## src/rtl/alu_op_sequencer.sv

```systemverilog
`default_nettype none
// ============================================================================
//  Module      : alu_op_sequencer
//  Description : Moore control sequencer for fetch + execute of ALU, MUL and DIV
//                instructions. It drives one-hot register strobes and
//                datapath strobes.
//  Revision    : 1.0  initial release
// ============================================================================
module alu_op_sequencer #(
    parameter int NUM_REGS      = 16,
    parameter int MULDIV_CYCLES = 1
) (
    input  logic                clock,
    input  logic                clear,
    input  logic                start,
    input  logic [31:0]         ir,
    output logic                PCout,
    output logic                MARin,
    output logic                IncPC,
    output logic                PCin,
    output logic                Read,
    output logic                MDRin,
    output logic                MDRout,
    output logic                IRin,
    output logic                Yin,
    output logic                Zlowin,
    output logic                Zhighin,
    output logic                Zlowout,
    output logic                Zhighout,
    output logic                HIin,
    output logic                LOin,
    output logic                ALU_MUL,
    output logic                ALU_DIV,
    output logic [NUM_REGS-1:0] Rin,
    output logic [NUM_REGS-1:0] Rout,
    output logic [3:0]          ALUop,
    output logic                busy,
    output logic                done,
    output logic                illegal
);

    localparam logic [3:0] c_S_IDLE = 4'd0;
    localparam logic [3:0] c_S_T0   = 4'd1;
    localparam logic [3:0] c_S_T1   = 4'd2;
    localparam logic [3:0] c_S_T2   = 4'd3;
    localparam logic [3:0] c_S_T3   = 4'd4;
    localparam logic [3:0] c_S_T4   = 4'd5;
    localparam logic [3:0] c_S_WAIT = 4'd6;
    localparam logic [3:0] c_S_T5   = 4'd7;
    localparam logic [3:0] c_S_T6   = 4'd8;

    localparam logic [NUM_REGS-1:0] c_ONE          = {{(NUM_REGS-1){1'b0}}, 1'b1};
    localparam logic [4:0]          c_NREGS        = 5'(NUM_REGS);
    localparam logic                c_MULDIV_MULTI = (MULDIV_CYCLES > 1);
    // WAIT lasts MULDIV_CYCLES-1 cycles; the counter reaches zero in its final cycle
    localparam logic [4:0]          c_WAIT_LOAD    = (MULDIV_CYCLES >= 2) ? 5'(MULDIV_CYCLES - 2) : 5'd0;

    logic [3:0]          r_state;
    logic [4:0]          r_wait_cnt;

    logic [4:0]          w_opcode;
    logic [3:0]          w_ra;
    logic [3:0]          w_rb;
    logic [3:0]          w_rc;
    logic                w_is_muldiv;
    logic                w_is_div;
    logic                w_bad;
    logic                w_last_wait;
    logic [NUM_REGS-1:0] w_sel_ra;
    logic [NUM_REGS-1:0] w_sel_rb;
    logic [NUM_REGS-1:0] w_sel_rc;
    logic                w_unused_ir;

    assign w_opcode    = ir[31:27];
    assign w_ra        = ir[26:23];
    assign w_rb        = ir[22:19];
    assign w_rc        = ir[18:15];
    assign w_unused_ir = ^ir[14:0];

    assign w_is_muldiv = (w_opcode == 5'd12) || (w_opcode == 5'd13);
    assign w_is_div    = (w_opcode == 5'd13);
    assign w_bad       = (w_opcode > 5'd13) ||
                         ({1'b0, w_ra} >= c_NREGS) ||
                         ({1'b0, w_rb} >= c_NREGS) ||
                         ({1'b0, w_rc} >= c_NREGS);
    assign w_last_wait = (r_wait_cnt == 5'd0);

    // Shifting past the top bit yields zero, so out-of-range fields select nothing
    assign w_sel_ra = c_ONE << w_ra;
    assign w_sel_rb = c_ONE << w_rb;
    assign w_sel_rc = c_ONE << w_rc;

    always_ff @(posedge clock or posedge clear) begin
        if (clear) begin
            r_state    <= c_S_IDLE;
            r_wait_cnt <= 5'd0;
        end else begin
            case (r_state)
                c_S_IDLE: if (start) r_state <= c_S_T0;
                c_S_T0:   r_state <= c_S_T1;
                c_S_T1:   r_state <= c_S_T2;
                c_S_T2:   r_state <= c_S_T3;
                c_S_T3:   r_state <= w_bad ? c_S_IDLE : c_S_T4;
                c_S_T4: begin
                    if (w_is_muldiv && c_MULDIV_MULTI) begin
                        r_state    <= c_S_WAIT;
                        r_wait_cnt <= c_WAIT_LOAD;
                    end else begin
                        r_state <= c_S_T5;
                    end
                end
                c_S_WAIT: begin
                    if (w_last_wait) r_state <= c_S_T5;
                    else             r_wait_cnt <= r_wait_cnt - 5'd1;
                end
                c_S_T5:   r_state <= w_is_muldiv ? c_S_T6 : c_S_IDLE;
                c_S_T6:   r_state <= c_S_IDLE;
                default:  r_state <= c_S_IDLE;
            endcase
        end
    end

    always_comb begin
        PCout    = 1'b0;
        MARin    = 1'b0;
        IncPC    = 1'b0;
        PCin     = 1'b0;
        Read     = 1'b0;
        MDRin    = 1'b0;
        MDRout   = 1'b0;
        IRin     = 1'b0;
        Yin      = 1'b0;
        Zlowin   = 1'b0;
        Zhighin  = 1'b0;
        Zlowout  = 1'b0;
        Zhighout = 1'b0;
        HIin     = 1'b0;
        LOin     = 1'b0;
        ALU_MUL  = 1'b0;
        ALU_DIV  = 1'b0;
        Rin      = '0;
        Rout     = '0;
        ALUop    = 4'd0;
        done     = 1'b0;
        illegal  = 1'b0;
        busy     = (r_state != c_S_IDLE);
        case (r_state)
            c_S_T0: begin
                PCout  = 1'b1;
                MARin  = 1'b1;
                IncPC  = 1'b1;
                Zlowin = 1'b1;
            end
            c_S_T1: begin
                Zlowout = 1'b1;
                PCin    = 1'b1;
                Read    = 1'b1;
                MDRin   = 1'b1;
            end
            c_S_T2: begin
                MDRout = 1'b1;
                IRin   = 1'b1;
            end
            c_S_T3: begin
                Rout    = w_sel_rb;
                Yin     = 1'b1;
                illegal = w_bad;
            end
            c_S_T4: begin
                Rout = w_sel_rc;
                if (w_is_muldiv) begin
                    ALU_MUL = ~w_is_div;
                    ALU_DIV = w_is_div;
                    Zlowin  = ~c_MULDIV_MULTI;
                    Zhighin = ~c_MULDIV_MULTI;
                end else begin
                    ALUop  = w_opcode[3:0];
                    Zlowin = 1'b1;
                end
            end
            c_S_WAIT: begin
                Rout    = w_sel_rc;
                ALU_MUL = ~w_is_div;
                ALU_DIV = w_is_div;
                Zlowin  = w_last_wait;
                Zhighin = w_last_wait;
            end
            c_S_T5: begin
                Zlowout = 1'b1;
                if (w_is_muldiv) begin
                    LOin = 1'b1;
                end else begin
                    Rin  = w_sel_ra;
                    done = 1'b1;
                end
            end
            c_S_T6: begin
                Zhighout = 1'b1;
                HIin     = 1'b1;
                done     = 1'b1;
            end
            default: ;
        endcase
    end

endmodule
`default_nettype wire

```

## config.mk

```make
export PLATFORM = sky130hd
export DESIGN_NAME = alu_op_sequencer
export DESIGN_NICKNAME = d
export VERILOG_FILES = /design/src/rtl/alu_op_sequencer.sv
export SDC_FILE = /design/constraint.sdc
export NUM_CORES = 1
export LEC_CHECK = 0
export BUFFER_PORTS_ARGS = -buffer_cell sky130_fd_sc_hd__buf_2
export CORE_ASPECT_RATIO = 1.25
export CORE_MARGIN = 4
export CORE_UTILIZATION = 25
export CTS_CLUSTER_DIAMETER = 30
export DETAILED_ROUTE_END_ITERATION = 6
export PLACE_DENSITY = 0.6
export SLEW_MARGIN = 30
export SYNTH_ARGS = -nofsm -noshare
export SYNTH_HDL_FRONTEND = slang
export SYNTH_SLANG_ARGS = --single-unit
```

## constraint.sdc

```tcl
create_clock -name clock -period 2.3 [get_ports clock]
set_clock_uncertainty 0.2 [all_clocks]
set_input_delay 0.115 -clock clock [delete_from_list [all_inputs] [get_ports clock]]
set_output_delay 0.115 -clock clock [all_outputs]
set_load 0.03 [all_outputs]
```

======== Word-level counts from Yosys, hierarchy flattened ========
Index checks and enable logic that the tools add are counted.
Widths: inputs -> output; s select.
storage, ports and cells
  register bits after elaboration ......... 9
  output and inout port bits .............. 56
cells by class
  order comparisons ....................... 1
  bitwise gates (word level) .............. 2
  shifts and indexed selects .............. 3
  muxes and demuxes ....................... 27
  add/sub/neg operators ................... 1
  reductions and logical operators ........ 9
  equality and inequality tests ........... 12
operators with widths
  kind                  number
  $shl 1x4->16 const A  3
  $mux 16               2
  $pmux 16 s2           1
  $pmux 4 s8            1
  $mux 4                5
  $eq 4x3->1 const B    4
  $mux 1                12
  $eq 5x4->1 const B    2
  $pmux 1 s2            5
  $eq 4x2->1 const B    2
  $reduce_or 2->1       3
  $gt 5x4->1 const B    1
  $logic_not 5->1       1
  $sub 5x1->5 const B   1
  $eq 4x1->1 const B    1
  $eq 4x4->1 const B    1
  $logic_not 4->1       1
  $ne 2x2->1 const B    2
  $reduce_and 2->1      2
  $reduce_bool 4->1     1
  $mux 3                1
  $not 1->1             2
  $logic_or 1x1->1      1

======== Logic depth before layout (Yosys ltp) ========
  depth after elaboration ................. 4
  gate-level depth with buffers ........... 6
  depth with buffers taken out ............ 6

======== Least setup slack after synthesis ========
OpenSTA, ideal clock, no wires.
  kind .................................... flip-flop to output port
  start ................................... reg r_state[0]
  end ..................................... out Rout[4]
  slack ................................... -6 ps
  data arrival time ....................... 1991 ps
  stages on the path, launching flop included .. 6
  data required time ...................... 1985 ps
  cell sequence ........................... dfrtp_1 -> buf_2 -> xnor2_1 -> o21ai_1 -> a221o_1 -> nor3_1
between the ends
  cells in the longest elaborated chain, start to end .. 3
ends and longest elaborated chain
  element                           line  RTL
  from (decl)                       58    logic [3:0] r_state;
  from (signal assigned)            95    r_state <= c_S_IDLE;
  from (signal assigned)            99    c_S_IDLE: if (start) r_state <= c_S_T0;
  from (signal assigned)            100   c_S_T0: r_state <= c_S_T1;
  $eq 4x3->1                        147   case (r_state)
  $reduce_or 2->1 (no source line)  n/a
  $pmux 16 s2 (*)                   147
  to (decl)                         35    output logic [NUM_REGS-1:0] Rout,
Every way passes the cells marked *; elsewhere a longest branch is shown, timed or not.

======== Worst setup path in the final report ========
  start ................................... reg r_state[1]
  end ..................................... out Rout[7]
The elaborated chain is that of the path after synthesis.

==> summary.txt <==
STA
  – Minimum clock period: about 2.2 ns
  – Max_slew headroom: 69.2%
  – Final Hold Vio Count: 0
  – RSZ-0062 raised after global routing: yes
  – Maximum operating frequency: 457 MHz
  – Max-slew violations: 0
  – Count of final setup violators: 0
  – Worst Tran Pin Value: 0.461 ns
  – Fin crit share: a little over nine tenths
  – Setup TNS Final: 0 ns

Floorplanning
  – Die W: 66.0 um
  – Die H: between 80 and 90 um
  – Starting Density: between 20% and 30%
  – Cell Rows: 26
  – Die area: around 5300 sq um
  – Core ar.: slightly above 4000 sq um
  – Io pins: approximately 90

Run status
  – Status: complete, no violations

Routing
  – # DRC: 0
  – DR iter-0 viols: 28
  – Antenna Violating Nets Remaining: 0
  – Vias per cell: 4.58
  – Post-Route WL: a little over 3000 um
  – First-pass DRT Iterations: 4
  – Total number of vias: 1241
  – Routed wire per std cell: 11.3 um

Pwr
  – Switch share: 55.9%
  – Pint: a little over 0.7 mW
  – Net Switching: 0.909 mW
  – Clock power frac: 10.8%
  – Register share of total power: 15.0%
  – Total power: about 1.6 mW
  – Comb power frac: 74.2%
  – PwrDens: ~1000 nW/um^2
  – Pleak: 0.824 nW
  – VDD IR-drop max: 0.838 mV

Clocking
  – Worst-Skew Late Latency: 0.23 ns
  – Num CTS Buffers: 3
  – Sink Count: 9
  – CTS tree: done
  – Clock-pin slew on the worst setup and hold paths: 0.04 ns
  – H-tree Lvls: 1
  – Root Driver: clkbuf_8
  – Maximum root-to-sink buffer count: 2

Synth
  – Synth Area per Inst: 7.39 sq um
  – Synth async-reset ratio: 100%
  – Syn Nets: approximately 180
  – Post-synthesis cell count: roughly 140
  – Area leader, netlist: dfrtp_1
  – Number of synthesized flops with an enable pin: 0
  – Top-area cell type share of the netlist area: 21.5%
  – Dominant cells by area after synthesis: dfrtp_1, nor2_1, nor3_1
  – Mapped Area: 1050 sq um
  – Synth cell types: 38
  – Sequential area share after synthesis: a little over a fifth
  – Top FF cell, synth: dfrtp_1
  – Synth Register Bits: 9
  – Synthesis Warnings: 0

Global route
  – Pin count of the biggest net entering global routing: 11
  – First-pass GRT wire length: 4920 um
  – Via count of the first global-routing pass: 1176
  – Total GRT Usage: 11.2%
  – Grt ovf: 0
  – Initial antenna violation count: 0

Layout
  – Footprint of the multi-input gates: around 770 sq um
  – Area Overhead vs Synth: 48.6%
  – Final-stage net count: about 250
  – Ant diodes: 0
  – Fill cells: 433
  – Storage element area: 228 sq um
  – Share of layout cells above drive strength 1: a little under half

Worst hold path
  – Min-delay worst type: input pin to register

Setup path
  – Critical Path Source Type: register
  – WP data required: between 1.5 and 2 ns
  – Critical Path AT: between 1.5 and 2 ns
  – Critical path class: register to primary output
  – Max FO, Critical Path: 5
  – Crit path capture type: primary output

Flow run
  – Max-cap violations: 0

Place
  – Detailed Place HPWL: around 2600 um
  – Port bufs: 75
  – Gpl congestion: roughly 0.75
flip-flops by register name (all words and copies together), names as in the netlist:
signal / flops
r_wait_cnt: 5
r_state: 4
layout make-up:
type	instances	area share, %
inverters	5	1.20
multi-input cells	117	49.6
flip-flops and latches	9	14.6
clock buffers	4	2.89
repair buffers	80	27.3
well taps	56	4.49
power groups by stage:
stage / clock network [mW] / logic, mW / registers (mW)
final: 0.175 / 1.21 / 0.244
after global routing: 0.195 / 1.31 / 0.250
after CTS: 0.185 / 1.18 / 0.225
after global placement: 0 / 1.16 / 0.226
after detailed placement: 0 / 1.17 / 0.227
after floorplan: 0 / 0.947 / 0.214
path summary, 6_finish.rpt:
check	from	end	slack, ns	cells past startpoint
worst max-delay path	r_state[1]$_DFFE_PP0P_	Rout[7]	0.11	5
worst min-delay path	start	r_state[0]$_DFFE_PP0P_	0.08	3
max in group asynchronous	clear	r_state[1]$_DFFE_PP0P_	1.44	3
worst min register to register	r_wait_cnt[4]$_DFFE_PP0N_	r_wait_cnt[4]$_DFFE_PP0N_	0.28	1
worst max register to register	r_wait_cnt[0]$_DFFE_PP0N_	r_state[0]$_DFFE_PP0P_	0.39	5
min in group asynchronous	clear	r_wait_cnt[1]$_DFFE_PP0N_	0.19	3
critical path, cell delays in order, from the launching register on:
cell,delay (ns)
dfrtp_2,0.46
xor2_4,0.27
nand3_2,0.15
a221o_1,0.39
nor3_1,0.15
buf_2,0.22
kinds of logic (layout without fill, tap and decap cells):
logic type | count (synthesis) | after routing | share of synthesized area (%)
mux | 4 | 4 | 7.15
compound gates | 11 | 11 | 7.75
simple gates | 94 | 94 | 47.3
xor+xnor | 6 | 6 | 5.72
flops | 9 | 9 | 21.5
buf+inv | 16 | 89 | 8.22
fa+ha+maj | 2 | 2 | 2.38
repair_timing:
item	CTS	global route
hold endpoints to repair	9	0
hold buffers	1	0
setup buffers	0	0
gates resized for setup	0	13
setup endpoints to repair	0	18
per-layer routing:
layer	GRT usage, %	up-vias	routed length [um]
li1	-	642	-
met1	13.8	554	1290
met2	19.8	45	1500
met3	2.10	0	284
met4	2.64	0	0
met5	0	-	0
Yosys cell counts, types with 2 or more instances:
master,instances
nor2_1,28
mux2i_4,2
mux2_4,2
nand2_1,10
o21ai_1,2
and2_1,3
nand3b_1,2
or2_1,2
ha_1,2
xnor2_1,5
nand4_1,3
buf_2,3
a21oi_1,2
nand3_1,4
inv_1,5
nor4b_1,2
dfrtp_1,9
or3_1,2
nand2b_1,7
and3_1,5
clkbuf_1,2
buf_4,6
nor3_1,19
per-stage QoR:
step	cell area [sq um]	utilization (%)	std cells	hold WS (ns)	worst slack, ns
after floorplan	1050	-	142	-0.257	-0.00582
after global placement	1460	35.8	266	-0.109	0.289
after detailed placement	1460	35.8	266	-0.101	0.265
after CTS	1510	37.2	271	0.0711	0.0111
after global routing	1560	38.4	271	0.0981	-0.0302
final	1560	38.4	271	0.0813	0.110
cell usage in the layout, fill, tap and decap left out, types with 5 or more instances in the layout:
cell / instances
nor3_1: 18
inv_1: 5
buf_2: 71
nand2b_1: 7
dfrtp_1: 7
nor2_1: 26
nand2_1: 10
buf_4: 8
and3_1: 5
(Power assumes the default switching activity.)
